===== config.mk =====
export PLATFORM = sky130hd
export DESIGN_NAME = dmem_arbiter
export DESIGN_NICKNAME = d
export VERILOG_FILES = /design/src/rtl/dmem_arbiter.sv
export SDC_FILE = /design/constraint.sdc
export NUM_CORES = 1
export LEC_CHECK = 0
export ABC_AREA = 1
export ABC_CLOCK_PERIOD_IN_PS = 3800
export CAP_MARGIN = 20
export CORE_MARGIN = 8
export CORE_UTILIZATION = 32
export CTS_BUF_LIST = sky130_fd_sc_hd__clkbuf_8
export CTS_CLUSTER_DIAMETER = 200
export CTS_CLUSTER_SIZE = 16
export DETAILED_ROUTE_END_ITERATION = 7
export SLEW_MARGIN = 30
export SYNTH_ARGS = -nofsm -noshare
export SYNTH_HDL_FRONTEND = slang
export SYNTH_SLANG_ARGS = --single-unit
export TNS_END_PERCENT = 5

===== constraint.sdc =====
create_clock -name clk -period 3.8 [get_ports clk]
set_clock_uncertainty 0.2 [all_clocks]
set_input_delay 0.57 -clock clk [delete_from_list [all_inputs] [get_ports clk]]
set_output_delay 0.57 -clock clk [all_outputs]
set_load 0.005 [all_outputs]

===== src/rtl/dmem_arbiter.sv =====
// dmem_arbiter: shares the single-port Data_Memory between the pipeline MEM
// stage (port A, priority) and the loader/debug DMA port (port B).
//
// Handshake: a requester raises req with its command fields stable and holds
// them until it sees a one-cycle ack. The request is latched in IDLE, the
// memory strobe is driven for exactly one cycle (ACCESS), and the winner gets
// its ack plus read data in the following cycle (DONE). Requests are not
// sampled in DONE, so a requester that keeps req high after its ack is seen
// as a fresh request in the next IDLE cycle. A request dropped after it has
// been latched still completes and is still acknowledged.
//
// Fairness: port A wins ties, but every A grant made while B is waiting bumps
// a saturating wait counter. Once it reaches B_MAX_WAIT, B wins the next tie.
module dmem_arbiter #(
  parameter int ADDR_W     = 16,
  parameter int DATA_W     = 16,
  parameter int B_MAX_WAIT = 4
) (
  input  logic              clk,
  input  logic              reset,
  // port A: pipeline MEM stage
  input  logic              a_req,
  input  logic              a_write,
  input  logic [ADDR_W-1:0] a_addr,
  input  logic [DATA_W-1:0] a_wdata,
  output logic [DATA_W-1:0] a_rdata,
  output logic              a_ack,
  output logic              a_stall,
  // port B: loader / debug DMA
  input  logic              b_req,
  input  logic              b_write,
  input  logic [ADDR_W-1:0] b_addr,
  input  logic [DATA_W-1:0] b_wdata,
  output logic [DATA_W-1:0] b_rdata,
  output logic              b_ack,
  // Data_Memory side
  output logic [ADDR_W-1:0] address,
  output logic [DATA_W-1:0] write_data,
  output logic              memWrite,
  output logic              memRead,
  input  logic [DATA_W-1:0] read_data,
  // debug: current FSM state (0 = IDLE, 1 = ACCESS, 2 = DONE)
  output logic [1:0]        dbg_state
);

  typedef enum logic [1:0] {
    IDLE   = 2'd0,
    ACCESS = 2'd1,
    DONE   = 2'd2
  } state_t;

  // Saturation limit for the wait counter, sized to the 4-bit counter.
  localparam logic [3:0] WAIT_MAX = 4'(B_MAX_WAIT);

  // Word alignment mask: bit0 of every latched address is forced low.
  localparam logic [ADDR_W-1:0] ALIGN_MASK = ~ADDR_W'(1);

  state_t            state_q,   state_d;
  logic              win_b_q,   win_b_d;    // 1 = current access belongs to B
  logic              wr_q,      wr_d;       // latched write flag
  logic [ADDR_W-1:0] addr_q,    addr_d;     // latched, word-aligned address
  logic [DATA_W-1:0] wdata_q,   wdata_d;    // latched write data
  logic [DATA_W-1:0] a_rdata_q, a_rdata_d;  // last read result for A
  logic [DATA_W-1:0] b_rdata_q, b_rdata_d;  // last read result for B
  logic [3:0]        wait_q,    wait_d;     // A grants while B was waiting

  logic b_wins;  // B takes this IDLE slot
  logic a_wins;  // A takes this IDLE slot

  // Arbitration decision for the current IDLE cycle.
  always_comb begin
    b_wins = b_req & (~a_req | (wait_q == WAIT_MAX));
    a_wins = a_req & ~b_wins;
  end

  // Next-state and datapath-register logic; everything holds by default.
  always_comb begin
    state_d   = state_q;
    win_b_d   = win_b_q;
    wr_d      = wr_q;
    addr_d    = addr_q;
    wdata_d   = wdata_q;
    a_rdata_d = a_rdata_q;
    b_rdata_d = b_rdata_q;
    wait_d    = wait_q;

    case (state_q)
      IDLE: begin
        // B not waiting: nothing to be fair about, so forget the history.
        if (!b_req) begin
          wait_d = 4'd0;
        end
        if (b_wins) begin
          win_b_d = 1'b1;
          wr_d    = b_write;
          addr_d  = b_addr & ALIGN_MASK;
          wdata_d = b_wdata;
          wait_d  = 4'd0;
          state_d = ACCESS;
        end else if (a_wins) begin
          win_b_d = 1'b0;
          wr_d    = a_write;
          addr_d  = a_addr & ALIGN_MASK;
          wdata_d = a_wdata;
          // B was passed over once more; saturate rather than wrap.
          if (b_req && (wait_q != WAIT_MAX)) begin
            wait_d = wait_q + 4'd1;
          end
          state_d = ACCESS;
        end
      end

      ACCESS: begin
        // Memory read is combinational, so read_data is valid on this edge.
        if (!wr_q) begin
          if (win_b_q) begin
            b_rdata_d = read_data;
          end else begin
            a_rdata_d = read_data;
          end
        end
        state_d = DONE;
      end

      DONE: begin
        state_d = IDLE;
      end

      default: begin
        state_d = IDLE;
      end
    endcase
  end

  // State and datapath registers with synchronous reset.
  always_ff @(posedge clk) begin
    if (reset) begin
      state_q   <= IDLE;
      win_b_q   <= 1'b0;
      wr_q      <= 1'b0;
      addr_q    <= '0;
      wdata_q   <= '0;
      a_rdata_q <= '0;
      b_rdata_q <= '0;
      wait_q    <= 4'd0;
    end else begin
      state_q   <= state_d;
      win_b_q   <= win_b_d;
      wr_q      <= wr_d;
      addr_q    <= addr_d;
      wdata_q   <= wdata_d;
      a_rdata_q <= a_rdata_d;
      b_rdata_q <= b_rdata_d;
      wait_q    <= wait_d;
    end
  end

  // Output decode. Strobes and acks are gated by reset in the same cycle so
  // a reset during ACCESS never lets a write land and never produces an ack.
  always_comb begin
    address    = addr_q;
    write_data = wdata_q;
    memWrite   = (state_q == ACCESS) &  wr_q & ~reset;
    memRead    = (state_q == ACCESS) & ~wr_q & ~reset;
    a_ack      = (state_q == DONE) & ~win_b_q & ~reset;
    b_ack      = (state_q == DONE) &  win_b_q & ~reset;
    a_stall    = a_req & ~a_ack;
    a_rdata    = a_rdata_q;
    b_rdata    = b_rdata_q;
    dbg_state  = state_q;
  end

endmodule


# Yosys cells after proc, flatten, opt, wreduce, memory -nomap -nowiden
# Cells that the tools add are included.
# word_totals
ff_bits	72
input_bits	86
out_inout_bits	71
# classes
n_addsub	1
eq_ne	5
n_mux	15
bitwise_logic	18
n_reduce_logical	6
# ops
cell	count
2-to-1 mux 16 bit	4
2-to-1 mux 4 bit	4
bitwise AND 1 bit	11
inverter 1 bit	6
AND reduction 3 bit	2
adder 4 x 1 -> 4 bit (second input constant)	1
== test 4 x 3 -> 1 bit (second input constant)	1
2-to-1 mux 1 bit	4
2-to-1 mux 2 bit	2
!= test 4 x 3 -> 1 bit (second input constant)	1
case mux 2 bit (2 select lines)	1
!= test 3 bit (second input constant)	1
== test 2 x 1 -> 1 bit (second input constant)	1
== test 2 bit (second input constant)	1
logical NOT 2 bit	1
AND reduction 2 bit	1
nonzero test 2 bit	1
logical AND 1 bit	1
OR 1 bit	1

# Logic depth before layout (Yosys ltp)
# Gate-level depths: netlist of run 1.
# logic_depth
word_depth	8
mapped_depth	10
depth_no_buf	9

# Worst setup path before layout of run 1
# OpenSTA, ideal clock, no wires.
# synth_path
kind	input to output
from	input port reset
to	output port a_stall
arrival_ps	1099
required_time_ps	3030
setup_slack_ps	1931
path_stages	3
cell_sequence	buf_2 > nor4_1 > nor2_1
# synth_between
elab_chain_cells	4
# synth_lines
element	line_no	source
from (decl)	20	input logic reset,
inverter 1 bit	165	a_ack = (state_q == DONE) & ~win_b_q & ~reset;
bitwise AND 1 bit	165	
via a_ack	27	output logic a_ack,
inverter 1 bit	167	a_stall = a_req & ~a_ack;
bitwise AND 1 bit	167	
to (decl)	28	output logic a_stall,
# The timed path passes the listed nets, and every way through them passes these cells.

# Final worst setup path of run 1
# layout_path
from	input port reset
to	output port a_ack
# layout_between
elab_chain_cells	2
# layout_lines
element	line_no
inverter 1 bit	165
bitwise AND 1 bit	165
to (decl)	27
# No other way between the ends.

==> results.cfg, run 1 <==
[run_status]
status = completed

[placement]
gp_congestion = 0.7161
placed_cell_area_um2 = 4865
io_buffers = 153
post-place-cells = 716
post-dp-hpwl_mm = 7.680

[timing]
tightest_slew_ns = 0.7090
relSlewSlack = 0.5266
hold_viol = 0
finalSetupTns_ns = 0
whs_ns = 0.3156
setup_viol = 0
fmax_mhz = 327.1
period_needed_ns = 3.057
fin_crit_sh = 0.8045
rsz0062_at_grt = false
slew_viol_final = 0

[detailed_routing]
detail-route-antenna-nets = 0
routedWlPerCell_um = 14.38
viasPerCell = 4.650
drtIter0Drc = 144
num_vias = 3404
drt_first_pass_iters = 5
drt_wl_total_mm = 10.53
drc = 0

[synth]
ys_ff_latch = 71
synth_seq_area_share = 0.4221
synthesis.instances = 457
synth_area_um2 = 3367
syn_avg_cell_area_um2 = 7.368
syn-num-nets = 545
ys_warn_count = 0
yosysUniqueCellTypes = 29

[clock_tree]
cts.sinks = 71
clock-root-buffer = clkbuf_8
cts_buffers = 9
worstSkewPairLatency_ns = 0.35
post_cts_buffers = 0
tritoncts = done
postCtsHoldBufs = 0
htreeDepth = 3
postCtsResizedCells = 0
path_clk_slew_ns = 0.07
clockBufferDepth = 2

[die]
rows = 37
die_x_um = 118.6
die_y_um = 118.6
start_util = 0.3276
core_um2 = 10280
dieArea_um2 = 14060
ios = 157

[setup_path]
start_kind = primary input
critPathArrivalTime_ns = 2.29
cp-end-kind = primary output
required_ns = 3.03
crit_type = in2out
path_max_fanout = 8

[global_route]
grt_max_degree = 67
antenna_found_initial = 0
grt_overflow = 0
grt_pass1_vias = 3439
grt_usage = 0.1478
grt_pass1_wl_mm = 17.17

[final_layout]
nets = 679
layout.cells.non_filler = 732
areaGrowthSynthToFinish_pct = 51.84
n_antenna_cell = 0
layout-drive-gt1-share = 0.07886
stdcell_area_um2 = 5112

[hold_path]
holdCritPathClass = reg2reg

[power]
power_density_nw_per_um2 = 397.7
p_leak_uw = 0.002078
peakVddDrop_v = 0.0001526

[job]
timing.max_cap.violations = 0
==> layout make-up <==
| class | instances | area [um2] |
|---|---|---|
| Timing Repair Buffer | 157 | 1569 |
| Inverter | 19 | 73.82 |
| Clock buffer | 9 | 123.9 |
| Clock inverter | 7 | 118.9 |
| Sequential cell | 71 | 1421 |
| Tap cell | 136 | 170.2 |
| Multi-Input combinational cell | 333 | 1635 |
| Fill cell | 1033 | 5165 |
==> synthesized netlist by cell type <==
cell type / instances / area share
nand2_2: 1 / 0.0019
nand2_4: 1 / 0.0033
buf_4: 3 / 0.0067
nor3_1: 1 / 0.0015
a21oi_4: 1 / 0.0048
nand3_2: 1 / 0.0030
buf_2: 10 / 0.015
inv_2: 5 / 0.0056
a31oi_1: 1 / 0.0019
a21boi_0: 27 / 0.060
a21oi_1: 3 / 0.0045
nor2_4: 1 / 0.0033
nor2_2: 12 / 0.022
inv_1: 13 / 0.014
a21boi_1: 5 / 0.011
nand3_1: 35 / 0.052
o21ai_0: 63 / 0.094
nor2_1: 127 / 0.14
clkbuf_2: 2 / 0.0030
buf_6: 12 / 0.040
inv_4: 1 / 0.0019
nand2_1: 42 / 0.047
nor2_8: 2 / 0.012
clkbuf_1: 7 / 0.0078
ha_1: 2 / 0.0074
o21ai_1: 5 / 0.0074
dfxtp_1: 71 / 0.42
conb_1: 1 / 0.0011
nor4_1: 2 / 0.0037
==> registers in the layout (all words and copies together), names as in the netlist <==
name        cells
win_b_q         1
b_rdata        16
dbg_state       2
wr_q            1
a_rdata        16
wait_q          4
address        15
write_data     16
==> report_power, final <==
group          internal [uW]  switching, uW
Combinational            252            203
Clock                    437            296
Sequential               810           35.1
Total                   1500            534
==> per-layer routing <==
metal | track usage | vias to the layer above | part of all wire
met5 | 0 | - | 0
met4 | 0.04901 | 0 | 0.013
met3 | 0.08663 | 13 | 0.12
met2 | 0.2289 | 125 | 0.43
met1 | 0.1666 | 1520 | 0.43
li1 | - | 1746 | -
==> cell usage in the layout (no fill, tap or decap), types with 2 or more instances in the layout <==
cell,n
nor2_2,12
nand2_1,41
o21ai_0,63
inv_1,13
a21oi_1,3
nand3_1,35
clkinvlp_4,2
nor4_1,2
ha_1,2
inv_2,5
nor2_1,127
buf_4,3
dfxtp_1,71
a21boi_0,27
nand2_4,2
a21boi_1,5
nor2_8,2
clkdlybuf4s50_1,152
o21ai_1,5
clkbuf_8,9
bufinv_16,3
==> logic make-up (layout without fill, tap and decap cells) <==
kind of cell | count (synthesis) | in the layout | synth area share
flip-flops | 71 | 71 | 0.4221
AND/OR/NAND/NOR | 225 | 225 | 0.2913
other | 1 | 1 | 0.001114
adder cells (fa/ha/maj) | 2 | 2 | 0.007431
buffers and inverters | 53 | 192 | 0.09439
AO/OA/AOI/OAI | 105 | 105 | 0.1836
==> per-stage QoR <==
step | util | setup WS, ns | power, uW
after floorplan | - | 1.931 | 1073
after CTS | 0.4970 | 0.7416 | 2071
after detailed placement | 0.4733 | 0.7455 | 1322
final | 0.4974 | 0.7430 | 2033
after global routing | 0.4974 | 0.6825 | 2152
after global placement | 0.4733 | 0.7400 | 1316
==> worst max-delay path, stage by stage <==
cell,delay (ns)
clkdlybuf4s50_1,0.56
nor4_1,0.53
clkdlybuf4s50_1,0.62
==> worst paths after layout <==
| kind | depth (start not counted) | start | to | slack (ns) |
|---|---|---|---|---|
| min | 2 | b_rdata[4] | b_rdata[4] | 0.32 |
| min reg2reg | 2 | b_rdata[4] | b_rdata[4] | 0.32 |
| max reg2reg | 7 | dbg_state[0] | write_data[8] | 1.83 |
| max | 3 | reset | a_ack | 0.74 |
Note: power is estimated with default switching activity, not from simulation.
==> inputs of run 2 (changes only) <==
Settings changed: ABC_CLOCK_PERIOD_IN_PS 3800 to 2720, PLACE_DENSITY set to 0.67.
Clock period 3.8 ns to 2.72 ns, I/O delays scaled along.
==> run 2 against run 1 <==
  * Sequential share of layout area is 0.29 points higher
  * Clock power shrank 0.8%
  * Power rose by 25%
  * Die area unchanged
  * Hold slack lost 0.00083 ns
  * Critical path depth is the same
  * Setup slack got worse by 0.57 ns
  * Final cell count did not move
  * First-iteration DRC count rose by 28%
  * Global-route usage hardly changed
  * Combinational power up 40%
  * Core utilization fell by 0.51 points
  * Critical path type unchanged
==> results.cfg, run 2 (same netlist as run 1, synthesis figures left out) <==
[clock_tree]
tritoncts = done
cts.sinks = 71
clockBufferDepth = 2
post_cts_buffers = 0
postCtsResizedCells = 0
postCtsHoldBufs = 0
htreeDepth = 3
worstSkewPairLatency_ns = 0.34
path_clk_slew_ns = 0.07
clock-root-buffer = clkbuf_8
cts_buffers = 9

[placement]
post-dp-hpwl_mm = 7.687
post-place-cells = 717
io_buffers = 153
gp_congestion = 0.7691

[power]
peakVddDrop_v = 0.0001898
p_comb_frac = 0.251
seq_power_share = 0.464
p_leak_uw = 0.002056
switching_share = 0.2898
net-switching-power_uw = 738.7
power_uw = 2549
p_int_uw = 1810
power_density_nw_per_um2 = 503.8
clock_power_share = 0.285

[final_layout]
fillers = 1022
multiInputGateArea_um2 = 1630
fin_util = 0.4923
areaGrowthSynthToFinish_pct = 50.28
layout.cells.non_filler = 732
nets = 680
layout_commonest_cell = clkdlybuf4s50_1
layout-drive-gt1-share = 0.07886
final_cell_mix = clkdlybuf4s50_1 (152), nor2_1 (127), dfxtp_1 (71), o21ai_0 (63), nand2_1 (41)
n_antenna_cell = 0
seq_area_um2 = 1421

[die]
die_x_um = 118.6
rows = 37
ios = 157
die_y_um = 118.6
start_util = 0.3276
dieArea_um2 = 14060
core_um2 = 10280

[detailed_routing]
drtIter0Drc = 185
drt_first_pass_iters = 4
viasPerCell = 4.665
routedWlPerCell_um = 14.30
num_vias = 3415
drc = 0
drt_wl_total_mm = 10.47
detail-route-antenna-nets = 0

[setup_path]
required_ns = 2.11
path_max_fanout = 8
critPathArrivalTime_ns = 1.94
crit_type = in2out
start_kind = primary input
reg2reg_slack_ns = 0.78
cp-end-kind = primary output

[job]
timing.max_cap.violations = 0

[hold_path]
holdCritPathClass = reg2reg

[timing]
finalSetupTns_ns = 0
fmax_mhz = 392.9
period_needed_ns = 2.545
hold_viol = 0
fin_crit_sh = 0.9357
rsz0062_at_grt = false
slew_viol_final = 0
whs_ns = 0.3148
setup_viol = 0

[global_route]
antenna_found_initial = 0
grt_max_degree = 68
grt_overflow = 0
grt_pass1_vias = 3502
grt_usage = 0.1480
grt_pass1_wl_mm = 17.19

[run_status]
status = completed
run 2: cell count changes in the layout (fill, tap and decap cells not counted):
cell,delta
clkinv_2,+2
bufinv_16,-3
clkinv_4,+1
buf_12,+2
nand2_2,+1
buf_4,-1
nand2_4,-1
inv_6,-1
run 2: per-stage QoR:
stage | worst slack [ns] | instance area (um2)
2_1_floorplan | 1.172 | 3367
3_3_place_gp | 0.1874 | 4897
3_5_place_dp | 0.1398 | 4897
4_1_cts | 0.1355 | 5060
5_1_grt | 0.07853 | 5060
6_report | 0.1749 | 5060
run 2: worst max-delay path, stage by stage:
cell	delay, ns
clkdlybuf4s50_1	0.57
nor4_1	0.36
clkdlybuf4s50_1	0.60
run 2: worst paths after layout:
kind,end,start,depth (start not counted)
setup reg to reg,address[4],wait_q[0],8
setup / recovery,b_ack,reset,3
hold reg to reg,wr_q,wr_q,2
hold / removal,wr_q,wr_q,2
run 2: final cells by class:
type | count | area share
Clock buffer | 9 | 0.02448
Tap cell | 136 | 0.03363
Inverter | 19 | 0.01459
Sequential cell | 71 | 0.2809
Multi-Input combinational cell | 333 | 0.3222
Clock inverter | 6 | 0.007666
Timing Repair Buffer | 158 | 0.3165
run 2: metal layers:
| metal | GRT usage | vias to the layer above | wire length, um |
|---|---|---|---|
| li1 | - | 1750 | - |
| met1 | 0.1657 | 1524 | 4613 |
| met2 | 0.2317 | 128 | 4483 |
| met3 | 0.08044 | 13 | 1212 |
| met4 | 0.05692 | 0 | 158 |
| met5 | 0 | - | 0 |
run 2: power by group through the flow:
stage	Clock (uW)	Combinational, uW	Sequential (uW)
after floorplan	0	291	1210
after global placement	0	639	1200
after detailed placement	0	646	1210
after CTS	762	649	1180
after global routing	802	709	1200
final	727	639	1180
